### config.mk
export PLATFORM = sky130hd
export DESIGN_NAME = gradient_xy_pipe
export DESIGN_NICKNAME = d
export VERILOG_FILES = /design/src/rtl/gradient_xy_pipe.sv
export SDC_FILE = /design/constraint.sdc
export NUM_CORES = 1
export LEC_CHECK = 0
export CAP_MARGIN = 15
export CORE_MARGIN = 3
export CORE_UTILIZATION = 50
export CTS_CLUSTER_SIZE = 30
export DETAILED_ROUTE_END_ITERATION = 10
export PLACE_DENSITY = 0.7
export SLEW_MARGIN = 25
export SYNTH_ARGS = -nofsm -noshare
export SYNTH_HDL_FRONTEND = slang
export SYNTH_SLANG_ARGS = --single-unit
### constraint.sdc
create_clock -name i_clk -period 4.3 [get_ports i_clk]
set_input_delay 0.43 -clock i_clk [delete_from_list [all_inputs] [get_ports i_clk]]
set_output_delay 0.43 -clock i_clk [all_outputs]
set_load 0.03 [all_outputs]
### src/rtl/gradient_xy_pipe.sv
// rtl/gradient_xy_pipe.sv - Prewitt-style KxK gradient engine with valid/ready backpressure
//
// Turns a KxK pixel window into Gx/Gy gradients. Each output field is raw signed,
// absolute, or the L1 magnitude, and is saturated to OUT_WIDTH. The block is a
// three-register pipeline: per-line weighted sums, then totals, then mode
// transform and clamp. A single global enable stalls every stage at once.
//
// Ports
//   i_clk      clock
//   i_aresetn  asynchronous active-low reset
//   i_window   pixel window [row][col], row 0 = top, col 0 = left
//   i_valid    window valid
//   i_sof      first window of a frame (qualified by i_valid)
//   i_mode     00 raw signed, 01 abs, 10 L1 magnitude, 11 same as 00
//   o_ready    upstream may present the next beat
//   o_vector   {Gy field, Gx field}, OUT_WIDTH bits each
//   o_valid    o_vector valid
//   o_sof      marks the beat that entered with i_sof
//   i_ready    downstream accepts
//   o_sat      sticky: some beat of the current output frame was clamped
//
// OUT_WIDTH may be narrower than the internal width. Results are then clamped,
// and o_sat records the clamp.
module gradient_xy_pipe #(
  parameter int DATA_WIDTH  = 8,
  parameter int KERNEL_SIZE = 5,
  parameter int OUT_WIDTH   = 16
) (
  input  logic                                                  i_clk,
  input  logic                                                  i_aresetn,
  input  logic [KERNEL_SIZE-1:0][KERNEL_SIZE-1:0][DATA_WIDTH-1:0] i_window,
  input  logic                                                  i_valid,
  input  logic                                                  i_sof,
  input  logic [1:0]                                            i_mode,
  output logic                                                  o_ready,
  output logic [2*OUT_WIDTH-1:0]                                o_vector,
  output logic                                                  o_valid,
  output logic                                                  o_sof,
  input  logic                                                  i_ready,
  output logic                                                  o_sat
);
  localparam int K  = KERNEL_SIZE;
  localparam int H  = K / 2;
  localparam int IW = DATA_WIDTH + $clog2(K * (K * K - 1) / 4) + 1;
  // Clamp arithmetic width: wide enough for |Gx|+|Gy| and for the output limits.
  localparam int CW = ((OUT_WIDTH > IW) ? OUT_WIDTH : IW) + 2;
  localparam logic signed [CW-1:0] SMAX = {{(CW-OUT_WIDTH+1){1'b0}}, {(OUT_WIDTH-1){1'b1}}};
  localparam logic signed [CW-1:0] SMIN = ~SMAX;
  localparam logic signed [CW-1:0] UMAX = {{(CW-OUT_WIDTH){1'b0}}, {OUT_WIDTH{1'b1}}};

  if (KERNEL_SIZE != 3 && KERNEL_SIZE != 5) begin : g_bad_kernel
    $error("KERNEL_SIZE must be 3 or 5");
  end
  if (OUT_WIDTH < 2) begin : g_bad_width
    $error("OUT_WIDTH must be at least 2");
  end

  // Map a non-centre index j (0..K-2) to its row/column position; the centre is skipped.
  function automatic int pos(input int j);
    return (j < H) ? j : j + 1;
  endfunction

  logic       ce, accept;
  logic [1:0] frame_mode, in_mode, beat_mode;

  assign ce      = i_ready | ~o_valid;
  assign o_ready = ce;
  assign accept  = i_valid & ce;

  // The sof beat uses its own mode; later beats of the frame use the latched one.
  always_comb begin
    in_mode   = (i_mode == 2'b11) ? 2'b00 : i_mode;
    beat_mode = i_sof ? in_mode : frame_mode;
  end

  // S1 combinational: weighted column sums (Gx) and weighted row sums (Gy).
  logic signed [IW-1:0] x_sum [K-1];
  logic signed [IW-1:0] y_sum [K-1];
  logic signed [IW-1:0] x_acc, y_acc;
  always_comb begin
    x_acc = '0;
    y_acc = '0;
    for (int j = 0; j < K - 1; j++) begin
      x_acc = '0;
      y_acc = '0;
      for (int i = 0; i < K; i++) begin
        x_acc = x_acc + IW'(i_window[i][pos(j)]);
        y_acc = y_acc + IW'(i_window[pos(j)][i]);
      end
      x_sum[j] = x_acc * IW'(pos(j) - H);
      y_sum[j] = y_acc * IW'(H - pos(j));
    end
  end

  logic signed [IW-1:0] s1_x [K-1];
  logic signed [IW-1:0] s1_y [K-1];
  logic                 s1_valid, s1_sof;
  logic [1:0]           s1_mode;

  // S2 combinational: totals.
  logic signed [IW-1:0] gx_tot, gy_tot;
  always_comb begin
    gx_tot = '0;
    gy_tot = '0;
    for (int j = 0; j < K - 1; j++) begin
      gx_tot = gx_tot + s1_x[j];
      gy_tot = gy_tot + s1_y[j];
    end
  end

  logic signed [IW-1:0] s2_gx, s2_gy;
  logic                 s2_valid, s2_sof;
  logic [1:0]           s2_mode;

  // S3 combinational: mode transform and saturation.
  logic signed [CW-1:0]   ex, ey, ax, ay, l1;
  logic [OUT_WIDTH-1:0]   fx, fy;
  logic                   clamp;
  always_comb begin
    ex    = CW'(s2_gx);
    ey    = CW'(s2_gy);
    ax    = (ex < 0) ? -ex : ex;
    ay    = (ey < 0) ? -ey : ey;
    l1    = ax + ay;
    fx    = '0;
    fy    = '0;
    clamp = 1'b0;
    case (s2_mode)
      2'b01: begin
        fx    = OUT_WIDTH'((ax > UMAX) ? UMAX : ax);
        fy    = OUT_WIDTH'((ay > UMAX) ? UMAX : ay);
        clamp = (ax > UMAX) || (ay > UMAX);
      end
      2'b10: begin
        fx    = OUT_WIDTH'((l1 > UMAX) ? UMAX : l1);
        clamp = (l1 > UMAX);
      end
      default: begin
        fx    = OUT_WIDTH'((ex > SMAX) ? SMAX : ((ex < SMIN) ? SMIN : ex));
        fy    = OUT_WIDTH'((ey > SMAX) ? SMAX : ((ey < SMIN) ? SMIN : ey));
        clamp = (ex > SMAX) || (ex < SMIN) || (ey > SMAX) || (ey < SMIN);
      end
    endcase
  end

  logic out_clamp;

  always_ff @(posedge i_clk or negedge i_aresetn) begin
    if (!i_aresetn) begin
      frame_mode <= 2'b00;
      for (int j = 0; j < K - 1; j++) begin
        s1_x[j] <= '0;
        s1_y[j] <= '0;
      end
      s1_valid  <= 1'b0;
      s1_sof    <= 1'b0;
      s1_mode   <= 2'b00;
      s2_gx     <= '0;
      s2_gy     <= '0;
      s2_valid  <= 1'b0;
      s2_sof    <= 1'b0;
      s2_mode   <= 2'b00;
      o_vector  <= '0;
      o_valid   <= 1'b0;
      o_sof     <= 1'b0;
      out_clamp <= 1'b0;
      o_sat     <= 1'b0;
    end else begin
      if (accept && i_sof) begin
        frame_mode <= in_mode;
      end
      if (ce) begin
        s1_x      <= x_sum;
        s1_y      <= y_sum;
        s1_valid  <= i_valid;
        s1_sof    <= i_valid & i_sof;
        s1_mode   <= beat_mode;
        s2_gx     <= gx_tot;
        s2_gy     <= gy_tot;
        s2_valid  <= s1_valid;
        s2_sof    <= s1_sof;
        s2_mode   <= s1_mode;
        o_vector  <= {fy, fx};
        o_valid   <= s2_valid;
        o_sof     <= s2_sof;
        out_clamp <= clamp;
      end
      // The flag restarts with each frame's first beat as it leaves.
      if (o_valid && i_ready) begin
        o_sat <= o_sof ? out_clamp : (o_sat | out_clamp);
      end
    end
  end

endmodule
==> results of run 1 <==
## registers in the layout (all words and copies together), names as in the netlist
signal	flops
s1_x	49
s1_y	49
o_vector	32
s2_gx	14
s2_gy	14
frame_mode	2
s1_mode	2
s2_mode	2
o_sat	1
o_sof	1
o_valid	1
out_clamp	1
s1_sof	1
s1_valid	1
s2_sof	1
s2_valid	1
## final cells by class
| type | instances | area [µm²] | area share |
|---|---|---|---|
| inverters | 270 | 1018 | 0.04640 |
| repair buffers | 361 | 3338 | 0.1521 |
| multi-input cells | 1321 | 12130 | 0.5527 |
| clock inverters | 9 | 136.4 | 0.006213 |
| well taps | 448 | 560.5 | 0.02553 |
| clock buffers | 21 | 460.4 | 0.02097 |
| flip-flops and latches | 172 | 4304 | 0.1961 |
## worst max path at each step
stage | to | cells past startpoint | from | slack, ns
after global placement | s1_x[38] | 18 | i_window[49] | -0.50
after detailed placement | s1_x[38] | 18 | i_window[49] | -0.52
after global routing | s1_y[11] | 17 | i_window[162] | -0.02
after CTS | s1_y[24] | 17 | i_window[122] | 0.005
after floorplan | s1_x[53] | 16 | i_window[122] | 0.35
final | s1_x[53] | 18 | i_window[122] | 0.15
## report_power, final
group          internal, mW  switching (mW)  total [mW]
logic                  7.43            8.80        16.2
clock network         0.943           0.674        1.62
registers              2.52           0.772        3.29
total                  10.9            10.2        21.1
## cells in the final DEF, fill, tap and decap left out, types with 7 or more instances in the layout
master and instances:
a211oi_1 8, a21boi_0 11, a21o_1 28, a21oi_1 115, a221oi_1 22, and3_1 15
buf_4 124, clkbuf_16 17, clkdlybuf4s50_1 233, dfrtp_1 172, fa_1 228, ha_1 164
inv_1 269, nand2_1 158, nand2b_1 15, nand3_1 21, nor2_1 148, nor2b_1 22
nor3_1 30, o211ai_1 12, o21a_1 7, o21ai_0 62, o21ai_1 10, o22ai_1 7
o31ai_1 27, or3_1 16, xnor2_1 53, xor2_1 33
## metal layers
layer  GRT usage  routed length (µm)
met1      0.3564               21310
met2      0.4475               24540
met3     0.03322                1805
met4     0.06081                1027
met5           0                   0
## worst max-delay path: stages
cell and delay [ns]:
clkdlybuf4s50_1 0.46, inv_1 0.06, fa_1 0.53, inv_1 0.05, fa_1 0.47, inv_1 0.05, fa_1 0.54, ha_2 0.20
inv_1 0.06, fa_2 0.35, nor2b_1 0.12, o21ai_0 0.12, a21boi_1 0.15, buf_4 0.16, o21a_1 0.15, o21ai_2 0.09
a2111oi_4 0.36, nor3_1 0.10
## repair_timing
action / CTS / global route
pin swaps: 3 / 8
resized for setup: 3 / 34
endpoints found under the hold margin: 0 / 0
setup endpoints to repair: 3 / 14
## metrics by stage
step | hold WS [ns] | worst slack [ns] | power (mW)
after floorplan | 0.1344 | 0.3476 | 14.40
after global placement | 0.4440 | -0.4983 | 18.93
after detailed placement | 0.4560 | -0.5215 | 19.30
after CTS | 0.1111 | 0.005153 | 21.07
after global routing | 0.1165 | -0.01763 | 23.18
final | 0.01550 | 0.1511 | 21.13
## logic make-up after synthesis
group	after synthesis
simple gates	455
fa+ha+maj	400
compound gates	368
buf+inv	325
flops	172
xor+xnor	86
mux	6
other cells	1
==> results.json, run 1 <==
{
  "status": "completed",
  "port_buffers": 234,
  "cellLeakagePower_nw": 10.25,
  "first_global_vias": 14780,
  "rr_startpoint": "s1_y[2]",
  "synth_most_common_cell": "inv_1",
  "cp_data_arrival_time_ns": 4.47,
  "synth_area_leaders": "fa_1 (27%), dfrtp_1 (25%), ha_1 (12%), inv_1 (5.8%), nand2_1 (3.4%)",
  "hold_violations": 0,
  "yosys_most_used_dff": "dfrtp_1",
  "ir_drop_mv": 0.7462,
  "finish.instance_area_um2": 21950,
  "antenna_cells": 0,
  "worst_setup_hold_path_clk_slew_ns": 0.07,
  "clkLatencyLatePin_ns": 0.44,
  "final.period_utilization": 0.9649,
  "drc_errors": 0,
  "postSynthAreaPerCell_um2": 9.679,
  "fp.dieW_um": 193.3,
  "skew_ns": 0.01077,
  "coreArea_um2": 34040,
  "reg2regPathDepth": 12,
  "die_h_um": 193.3,
  "final_cells": 2602,
  "nFillCells": 2856,
  "fin_setup_tns_ns": 0,
  "grt_max_degree": 171,
  "synthCells": 1813,
  "antenna_found_initial": 0,
  "netlist.area_leader.share": 0.2658,
  "layout-drive-gt1-share": 0.08635,
  "postSynth.asyncResetShare": 1.000,
  "synth-warning-count": 0,
  "core.rowCount": 67,
  "io_pins": 243,
  "crit_fanout": 3,
  "wl_per_cell_um": 18.71,
  "grt_first_pass_wirelength_um": 78020,
  "ys_types": 61,
  "r2r_end": "s2_gy[12]",
  "cts.htree.levels": 4,
  "maxSlewViolCount": 0,
  "dr.pass1.iters": 5,
  "placedCellCount": 2572,
  "place_area_um2": 21270,
  "clk_path_buf_depth": 2,
  "synth-adder-area-share": 0.3849,
  "ys_ff_latch": 172,
  "critPathKind": "primary input to register",
  "worstSetupEndpointType": "register",
  "synth_compound_area_frac": 0.1365,
  "synth.area.mux_share": 0.003922,
  "synth.yosys.seq_area_share": 0.2453,
  "yosys.area_share.simple": 0.1167,
  "drv_cap": 0,
  "fin_crit_ns": 4.149,
  "syn_to_final_growth_pct": 25.10,
  "ant_nets": 0,
  "fp.dieArea_um2": 37380,
  "relSlewSlack": 0.3302,
  "hp-class": "primary input to asynchronous set/reset pin",
  "utilization": 0.6450,
  "setup_viol": 0,
  "synth_common_cells": "inv_1 (269), fa_1 (233), dfrtp_1 (172)",
  "place.gp.congestion": 0.9041,
  "dp_hpwl_um": 40690,
  "cts-root-buf": "clkbuf_16",
  "synth_top_area_cell": "fa_1",
  "syn_area_um2": 17550,
  "drt_wl_total_um": 48680,
  "start_kind": "primary input",
  "vias": 14010,
  "worst_pin_slew_ns": 1.003,
  "numCtsBuffers": 17,
  "initial_core_util": 0.5156,
  "viasPerCell": 5.385,
  "cp.required_ns": 4.62,
  "fin_nets": 2750,
  "cts_tree": "built",
  "r2r_slack_ns": 0.47,
  "grt-ovfl-total": 0,
  "cts_sinks": 172,
  "synth_xor_area_frac": 0.04292,
  "powerDensity_nw_per_um2": 962.7,
  "synth_edf_count": 0,
  "post-cts-setup-buffer-count": 0,
  "drt_iter0_markers": 860,
  "grt_util_all_layers": 0.2607,
  "hold_buffers": 0,
  "fmax_mhz": 241.0,
  "synth_top_family_by_area": "adder cells"
}
Power figures use the tool's default switching activity.
==> run 2: changes to the inputs <==
--- a/config.mk
+++ b/config.mk
@@ -10,6 +10,7 @@
 export CORE_UTILIZATION = 50
 export CTS_CLUSTER_SIZE = 30
 export DETAILED_ROUTE_END_ITERATION = 10
+export GPL_TIMING_DRIVEN = 0
 export PLACE_DENSITY = 0.7
 export SLEW_MARGIN = 25
 export SYNTH_ARGS = -nofsm -noshare
==> results.json, run 2 (synthesis gave the netlist of run 1 again) <==
{
  "grt_first_pass_wirelength_um": 82590,
  "place.gp.congestion": 0.9070,
  "clkLatencyLatePin_ns": 0.44,
  "worst_pin_slew_ns": 0.9677,
  "first_global_vias": 14690,
  "numCtsBuffers": 17,
  "syn_to_final_growth_pct": 21.70,
  "drt_wl_total_um": 53260,
  "fin_ws_ns": 0.1087,
  "r2r_slack_ns": 0.48,
  "cts-root-buf": "clkbuf_16",
  "cts_tree": "built",
  "dp_hpwl_um": 44660,
  "worst_setup_hold_path_clk_slew_ns": 0.07,
  "placedCellCount": 2501,
  "die_h_um": 193.3,
  "coreArea_um2": 34040,
  "cp.required_ns": 4.62,
  "final_cell_mix": "inv_1 (269), clkdlybuf4s50_1 (230), fa_1 (227)",
  "setup_viol": 0,
  "maxSlewViolCount": 0,
  "crit_fanout": 3,
  "worstSetupEndpointType": "register",
  "status": "completed",
  "final.period_utilization": 0.9747,
  "grt_max_degree": 92,
  "final_cells": 2537,
  "wl_per_cell_um": 20.99,
  "antenna_cells": 0,
  "pre_cts_slack_ns": -0.9512,
  "ant_nets": 0,
  "grt-ovfl-total": 0,
  "fp.dieW_um": 193.3,
  "dr.pass1.iters": 5,
  "layout-drive-gt1-share": 0.03877,
  "vias": 14130,
  "clk_path_buf_depth": 2,
  "reg_top3": "s1_x (49), s1_y (49), o_vector (32)",
  "grt_util_all_layers": 0.2829,
  "relSlewSlack": 0.3549,
  "fmax_mhz": 238.6,
  "drt_iter0_markers": 1093,
  "multi_input_area_um2": 12190,
  "fin_nets": 2684,
  "skew_ns": 0.008789,
  "fp.dieArea_um2": 37380,
  "utilization": 0.6275,
  "port_buffers": 234,
  "final_common_cell": "inv_1",
  "drv_cap": 0,
  "io_pins": 243,
  "fin_crit_ns": 4.191,
  "cp_data_arrival_time_ns": 4.51,
  "antenna_found_initial": 0,
  "hold_violations": 0,
  "seq_area_um2": 4304,
  "critPathKind": "primary input to register",
  "cts_sinks": 172,
  "initial_core_util": 0.5156,
  "drc_errors": 0,
  "viasPerCell": 5.570,
  "start_kind": "primary input",
  "core.rowCount": 67,
  "hp-class": "register to register",
  "nFillCells": 2944,
  "cts.htree.levels": 4
}
[run 2: cell types whose count changed in the layout (fill, tap and decap cells not counted), sizes merged]
cell / before / now
bufinv: 3 / 5
buf: 128 / 12
dlygate4sd3: 0 / 1
clkinvlp: 2 / 3
clkdlybuf4s50: 233 / 230
clkinv: 2 / 1
clkbuf: 21 / 68
inv: 272 / 273
dlymetal6s2s: 0 / 3
[run 2: worst paths after layout]
check | startpoint | endpoint | depth (start not counted)
max in group asynchronous | i_aresetn | s1_x[1] | 3
setup / recovery | i_window[51] | s1_x[37] | 13
hold reg to reg | s2_valid | s2_valid | 2
min in group asynchronous | i_aresetn | s1_y[24] | 2
hold / removal | s2_valid | s2_valid | 2
setup reg to reg | s1_x[2] | s2_gx[12] | 12
[run 2: metal layers]
layer | up-vias | track usage | routed length, µm
met1 | 7044 | 0.3972 | 23100
met3 | 56 | 0.03496 | 2975
li1 | 6546 | - | -
met5 | - | 0 | 0
met2 | 484 | 0.4781 | 26230
met4 | 0 | 0.05786 | 955
[run 2: cell type report]
| type | instances | share of cell area |
|---|---|---|
| clock buffer | 19 | 0.02074 |
| buffer | 55 | 0.009726 |
| sequential | 172 | 0.2015 |
| timing repair buffer | 240 | 0.1134 |
| clock inverter | 12 | 0.009843 |
| inverter | 270 | 0.04746 |
| multi-input combinational | 1321 | 0.5710 |
| tap | 448 | 0.02625 |
[run 2: per-stage QoR]
stage | hold slack, ns | area [µm²] | setup TNS, ns
after floorplan | 0.1344 | 17570 | 0
after global placement | 0.4416 | 20470 | -773.11
after detailed placement | 0.4481 | 20500 | -14.97
after CTS | 0.4614 | 21210 | 0
after global routing | 0.4765 | 21360 | -0.0001665
final | 0.4561 | 21360 | 0
[run 2: what timing repair did]
action / in CTS / in global routing
hold buffers: 1 / 0
pin swaps: 9 / 16
setup endpoints to repair: 13 / 19
setup buffers: 3 / 1
gates resized for setup: 21 / 39
hold endpoints to repair: 4 / 0
[run 2: critical path: stages]
cell,delay (ns)
clkdlybuf4s50_1,0.51
inv_1,0.07
fa_1,0.52
fa_1,0.53
fa_1,0.53
ha_1,0.31
a21o_1,0.19
a21oi_1,0.21
o21ai_0,0.22
a21o_1,0.27
a21oi_1,0.40
and4_1,0.26
nor3_1,0.05
Power of run 2 is left out: the tool's default activity adds up to more than one toggle a clock period on the data nets, which glitch-free logic cannot reach.
